### src/rtl/bf_control.sv
// bf_control: fetch/execute sequencer for the bfcpu core, including the forward/backward bracket scans.
// Optional feature: define BFCPU_BRACKET_CHECK_EN to raise a sticky err on depth overflow or unmatched brackets.
module bf_control #(
    parameter int DEPTH_W = 8
) (
    input  logic               clk,
    input  logic               rst_n,
    input  logic               run,
    input  logic               inc_dp,
    input  logic               dec_dp,
    input  logic               inc_d,
    input  logic               dec_d,
    input  logic               out_d,
    input  logic               in_d,
    input  logic               loop_start,
    input  logic               loop_end,
    input  logic               nop,
    input  logic               instr_end,
    input  logic               data_zero,
    input  logic               in_valid,
    input  logic               out_ready,
    output logic               ir_load,
    output logic               pc_inc,
    output logic               pc_dec,
    output logic               dp_inc_o,
    output logic               dp_dec_o,
    output logic               d_inc_o,
    output logic               d_dec_o,
    output logic               d_load,
    output logic               in_ready,
    output logic               out_valid,
    output logic               halted,
    output logic               err,
    output logic [DEPTH_W-1:0] depth
);

`ifdef BFCPU_BRACKET_CHECK_EN
    localparam bit CHECK_EN = 1'b1;
`else
    localparam bit CHECK_EN = 1'b0;
`endif

    localparam logic [DEPTH_W-1:0] DEPTH_ONE = DEPTH_W'(1);
    localparam logic [DEPTH_W-1:0] DEPTH_MAX = '1;

    typedef enum logic [3:0] {
        S_IDLE, S_FETCH, S_EXEC, S_OUT_WAIT, S_IN_WAIT,
        S_SFETCH, S_SSCAN, S_BFETCH, S_BSCAN, S_HALT
    } state_t;

    state_t             r_state;
    state_t             w_state_next;
    logic [DEPTH_W-1:0] r_depth;
    logic [DEPTH_W-1:0] w_depth_next;
    logic               r_err;
    logic               w_err_next;

    always_comb begin
        w_state_next = r_state;
        w_depth_next = r_depth;
        w_err_next   = r_err;
        ir_load      = 1'b0;
        pc_inc       = 1'b0;
        pc_dec       = 1'b0;
        dp_inc_o     = 1'b0;
        dp_dec_o     = 1'b0;
        d_inc_o      = 1'b0;
        d_dec_o      = 1'b0;
        d_load       = 1'b0;
        in_ready     = 1'b0;
        out_valid    = 1'b0;
        halted       = 1'b0;

        case (r_state)
            S_IDLE: begin
                if (run) w_state_next = S_FETCH;
            end
            S_FETCH: begin
                ir_load      = 1'b1;
                w_state_next = S_EXEC;
            end
            S_EXEC: begin
                if (instr_end) begin
                    w_state_next = S_HALT;
                end else if (out_d) begin
                    w_state_next = S_OUT_WAIT;
                end else if (in_d) begin
                    w_state_next = S_IN_WAIT;
                end else if (loop_start) begin
                    pc_inc = 1'b1;
                    if (data_zero) begin
                        w_depth_next = DEPTH_ONE;
                        w_state_next = S_SFETCH;
                    end else begin
                        w_state_next = S_FETCH;
                    end
                end else if (loop_end) begin
                    if (!data_zero) begin
                        pc_dec       = 1'b1;
                        w_depth_next = DEPTH_ONE;
                        w_state_next = S_BFETCH;
                    end else begin
                        pc_inc       = 1'b1;
                        w_state_next = S_FETCH;
                    end
                end else begin
                    // Priority chain keeps the datapath to one strobe even if the decode is not one-hot.
                    pc_inc       = 1'b1;
                    w_state_next = S_FETCH;
                    if (nop)         ;
                    else if (inc_dp) dp_inc_o = 1'b1;
                    else if (dec_dp) dp_dec_o = 1'b1;
                    else if (inc_d)  d_inc_o  = 1'b1;
                    else if (dec_d)  d_dec_o  = 1'b1;
                end
            end
            S_OUT_WAIT: begin
                out_valid = 1'b1;
                if (out_ready) begin
                    pc_inc       = 1'b1;
                    w_state_next = S_FETCH;
                end
            end
            S_IN_WAIT: begin
                in_ready = 1'b1;
                if (in_valid) begin
                    d_load       = 1'b1;
                    pc_inc       = 1'b1;
                    w_state_next = S_FETCH;
                end
            end
            S_SFETCH: begin
                ir_load      = 1'b1;
                w_state_next = S_SSCAN;
            end
            S_SSCAN: begin
                if (instr_end) begin
                    w_state_next = S_HALT;
                    if (CHECK_EN) w_err_next = 1'b1;
                end else if (CHECK_EN && loop_start && (r_depth == DEPTH_MAX)) begin
                    w_err_next   = 1'b1;
                    w_state_next = S_HALT;
                end else begin
                    pc_inc       = 1'b1;
                    w_state_next = S_SFETCH;
                    if (loop_start) begin
                        w_depth_next = r_depth + DEPTH_ONE;
                    end else if (loop_end) begin
                        w_depth_next = r_depth - DEPTH_ONE;
                        if (r_depth == DEPTH_ONE) w_state_next = S_FETCH;
                    end
                end
            end
            S_BFETCH: begin
                ir_load      = 1'b1;
                w_state_next = S_BSCAN;
            end
            S_BSCAN: begin
                if (instr_end) begin
                    w_state_next = S_HALT;
                    if (CHECK_EN) w_err_next = 1'b1;
                end else if (CHECK_EN && loop_end && (r_depth == DEPTH_MAX)) begin
                    w_err_next   = 1'b1;
                    w_state_next = S_HALT;
                end else if (loop_start && (r_depth == DEPTH_ONE)) begin
                    // Matching '[' found: step past it so execution resumes inside the loop body.
                    w_depth_next = '0;
                    pc_inc       = 1'b1;
                    w_state_next = S_FETCH;
                end else begin
                    pc_dec       = 1'b1;
                    w_state_next = S_BFETCH;
                    if (loop_start)    w_depth_next = r_depth - DEPTH_ONE;
                    else if (loop_end) w_depth_next = r_depth + DEPTH_ONE;
                end
            end
            S_HALT: begin
                halted = 1'b1;
            end
            default: begin
                w_state_next = S_IDLE;
            end
        endcase
    end

    always_ff @(posedge clk or negedge rst_n) begin
        if (!rst_n) begin
            r_state <= S_IDLE;
            r_depth <= '0;
            r_err   <= 1'b0;
        end else begin
            r_state <= w_state_next;
            r_depth <= w_depth_next;
            r_err   <= w_err_next;
        end
    end

    assign err   = CHECK_EN & r_err;
    assign depth = r_depth;

endmodule

### config.mk
export PLATFORM = sky130hd
export DESIGN_NAME = bf_control
export DESIGN_NICKNAME = d
export VERILOG_FILES = /design/src/rtl/bf_control.sv
export SDC_FILE = /design/constraint.sdc
export NUM_CORES = 1
export LEC_CHECK = 0
export ABC_AREA = 1
export CAP_MARGIN = 10
export CORE_MARGIN = 3
export CORE_UTILIZATION = 53
export CTS_BUF_LIST = sky130_fd_sc_hd__clkbuf_2
export CTS_CLUSTER_SIZE = 40
export DETAILED_ROUTE_END_ITERATION = 7
export DONT_BUFFER_PORTS = 1
export GPL_ROUTABILITY_DRIVEN = 1
export PLACE_DENSITY = 0.68
export SLEW_MARGIN = 25
export SYNTH_ARGS = -nofsm -noshare
export SYNTH_HDL_FRONTEND = slang
export SYNTH_SLANG_ARGS = --single-unit
### constraint.sdc
create_clock -name clk -period 3.3 [get_ports clk]
set_clock_uncertainty 0.05 [all_clocks]
set_input_delay 0.165 -clock clk [delete_from_list [all_inputs] [get_ports clk]]
set_output_delay 0.165 -clock clk [all_outputs]
set_load 0.02 [all_outputs]
==> results.json <==
{
  "cts_setup_buffers": 0,
  "synth-async-reset-ratio_pct": 100,
  "dieArea_mm2": 0.00332,
  "syn_avg_cell_area_um2": 6.02,
  "vias": 1462,
  "holdPathEnd": "r_state[2]",
  "final_nets": 255,
  "worst-slew-pin-transition_ns": 0.878,
  "synth-edff-count": 0,
  "die_h_um": 57.7,
  "whs_ns": 0.0685,
  "hold_start": "in_d",
  "slew_violations": 0,
  "grt_pass1_wl_um": 5920,
  "reg2regPathDepth": 6,
  "worst_slack_ns": 1.10,
  "io_buffers": 0,
  "ys_warn_count": 0,
  "netlist_instances": 235,
  "r2r_end": "r_state[0]",
  "hpwl_um": 2810,
  "period_share_pct": 66.7,
  "relSlewSlack_pct": 40.9,
  "synth_top_area_cell": "nand2_1",
  "p_leak_nw": 0.763,
  "dr.pass1.iters": 4,
  "tns_ns": 0,
  "syn_area_mm2": 0.00141,
  "critPathKind": "reg -> out",
  "wl_um": 3450,
  "endpoint_kind": "output pin",
  "grt_pass1_vias": 1430,
  "r2r_slack_ns": 1.56,
  "ys.flop_type": "dfrtp_1",
  "drt-initial-drc-count": 77,
  "drtAntennaViolNets": 0,
  "grt_usage_pct": 22.5,
  "power_mw": 1.22,
  "grt_max_degree": 13,
  "min_path_cells": 2,
  "die_x_um": 57.7,
  "worstReg2RegStart": "r_state[0]",
  "seq_area_frac_synth_pct": 21.2,
  "crit_start": "r_state[0]",
  "finalSetupViolCount": 0,
  "cap_violations": 0,
  "fillCellCount": 252,
  "rows": 18,
  "syn_nets": 254,
  "grt_antenna_before_repair": 0,
  "critPathArrivalTime_ns": 1.99,
  "ys_types": 35,
  "clock_sinks": 12,
  "cts_buffer_depth": 2,
  "drc": 0,
  "synth_top_cell_area_share_pct": 21.5,
  "run_status": "complete, no violations",
  "clk_pin_slew_ns": 0.10,
  "synth_commonest_cells": "nand2_1, nand3_1, inv_1",
  "syn2layout_area_growth_pct": 2.48,
  "antennaDiodeCount": 0,
  "worstPathMaxFanout": 5,
  "routedWlPerCell_um": 13.1,
  "rsz0062_at_grt": "no",
  "max_freq_ghz": 0.454,
  "drive_gt1_share_pct": 14.1,
  "cts_root_buf": "clkbuf_2",
  "synth-seq-cells": 12,
  "grt_overflow": 0,
  "required_ns": 3.08,
  "finalHoldViolCount": 0,
  "min_period_ns": 2.20,
  "io-pin-count": 36,
  "initial_core_util_pct": 56.6,
  "vdd_drop_max_uv": 625,
  "gp_routability_congestion": 0.862,
  "htreeDepth": 1,
  "synth.most_common_cell": "nand2_1",
  "critPathLaunchType": "flip-flop",
  "clk_latency_ns": 0.27,
  "hp-class": "in -> reg",
  "dp_slack_ns": 1.38,
  "coreArea_mm2": 0.00250,
  "numCtsBuffers": 3,
  "power_density_mw_per_mm2": 839,
  "vias_per_cell": 5.54,
  "ys_top_cells_by_area": "nand2_1, dfrtp_1, nand3_1",
  "cts_tree": "yes"
}
==> layer usage <==
metal	routed length (µm)	up-vias	GRT usage (%)
li1	-	744	-
met1	1480	664	26.5
met2	1690	42	38.7
met3	157	12	4.90
met4	119	0	10.6
met5	0	-	0
==> registers in the layout (all words and copies together), names as in the netlist <==
signal   count
depth        8
r_state      4
==> repair_timing <==
item | CTS | global route
endpoints found under the setup margin | 0 | 0
hold buffers | 1 | 0
hold endpoints to repair | 12 | 0
gates resized for setup | 0 | 0
==> worst max path at each step <==
stage | cells past startpoint | to | slack (ns)
3_3_place_gp | 4 | pc_inc | 1.44
3_5_place_dp | 4 | pc_inc | 1.38
5_1_grt | 4 | pc_inc | 0.91
2_1_floorplan | 4 | pc_inc | 1.54
6_report | 4 | pc_inc | 1.10
4_1_cts | 4 | pc_inc | 1.07
==> cells in the final DEF, fill, tap and decap left out, types with 2 or more instances in the layout <==
cell type	instances
nor2_2	7
nand3_1	28
clkbuf_2	3
nand3b_1	2
o21ai_2	2
inv_1	25
dfrtp_1	12
inv_2	7
ha_1	3
nand2_1	81
nor2_4	2
xnor2_1	3
nand2_2	4
nand3_2	2
nor2_1	18
o21ai_0	8
xor2_1	2
nand4_1	5
nor3_1	4
==> metrics by stage <==
step                util, %  area (µm²)  instances
finish                 58.0        1450        264
global route           58.0        1450        264
floorplan                 -        1410        235
global placement       57.0        1420        260
detailed placement     57.0        1420        260
CTS                    58.0        1450        264
==> critical path, cell delays in order, from the launching register on <==
cell and delay, ns:
dfrtp_1 0.46, nor2_1 0.25, nand2_1 0.15, nor3_1 0.55
nand3b_1 0.31
==> cell families after synthesis <==
family / share of synthesized area [%]
AND/OR/NAND/NOR: 53.5
buffers and inverters: 10.4
AO/OA/AOI/OAI: 8.14
flip-flops: 21.2
XOR/XNOR: 3.10
adder cells (fa/ha/maj): 2.66
other: 0.265
multiplexers: 0.708
==> final cells by class <==
class | count | area [µm²] | share of cell area, %
clock buffer | 3 | 15.0 | 1.04
inverter | 32 | 120 | 8.29
multi-input combinational | 186 | 966 | 66.7
sequential | 12 | 300 | 20.7
tap | 30 | 37.5 | 2.59
timing repair buffer | 1 | 10.0 | 0.691
==> power breakdown <==
group / total (mW) / internal [mW] / switching [mW]
logic: 0.761 / 0.267 / 0.494
clock network: 0.0736 / 0.0248 / 0.0488
registers: 0.381 / 0.207 / 0.175
total: 1.22 / 0.499 / 0.717
(Power assumes the default switching activity.)
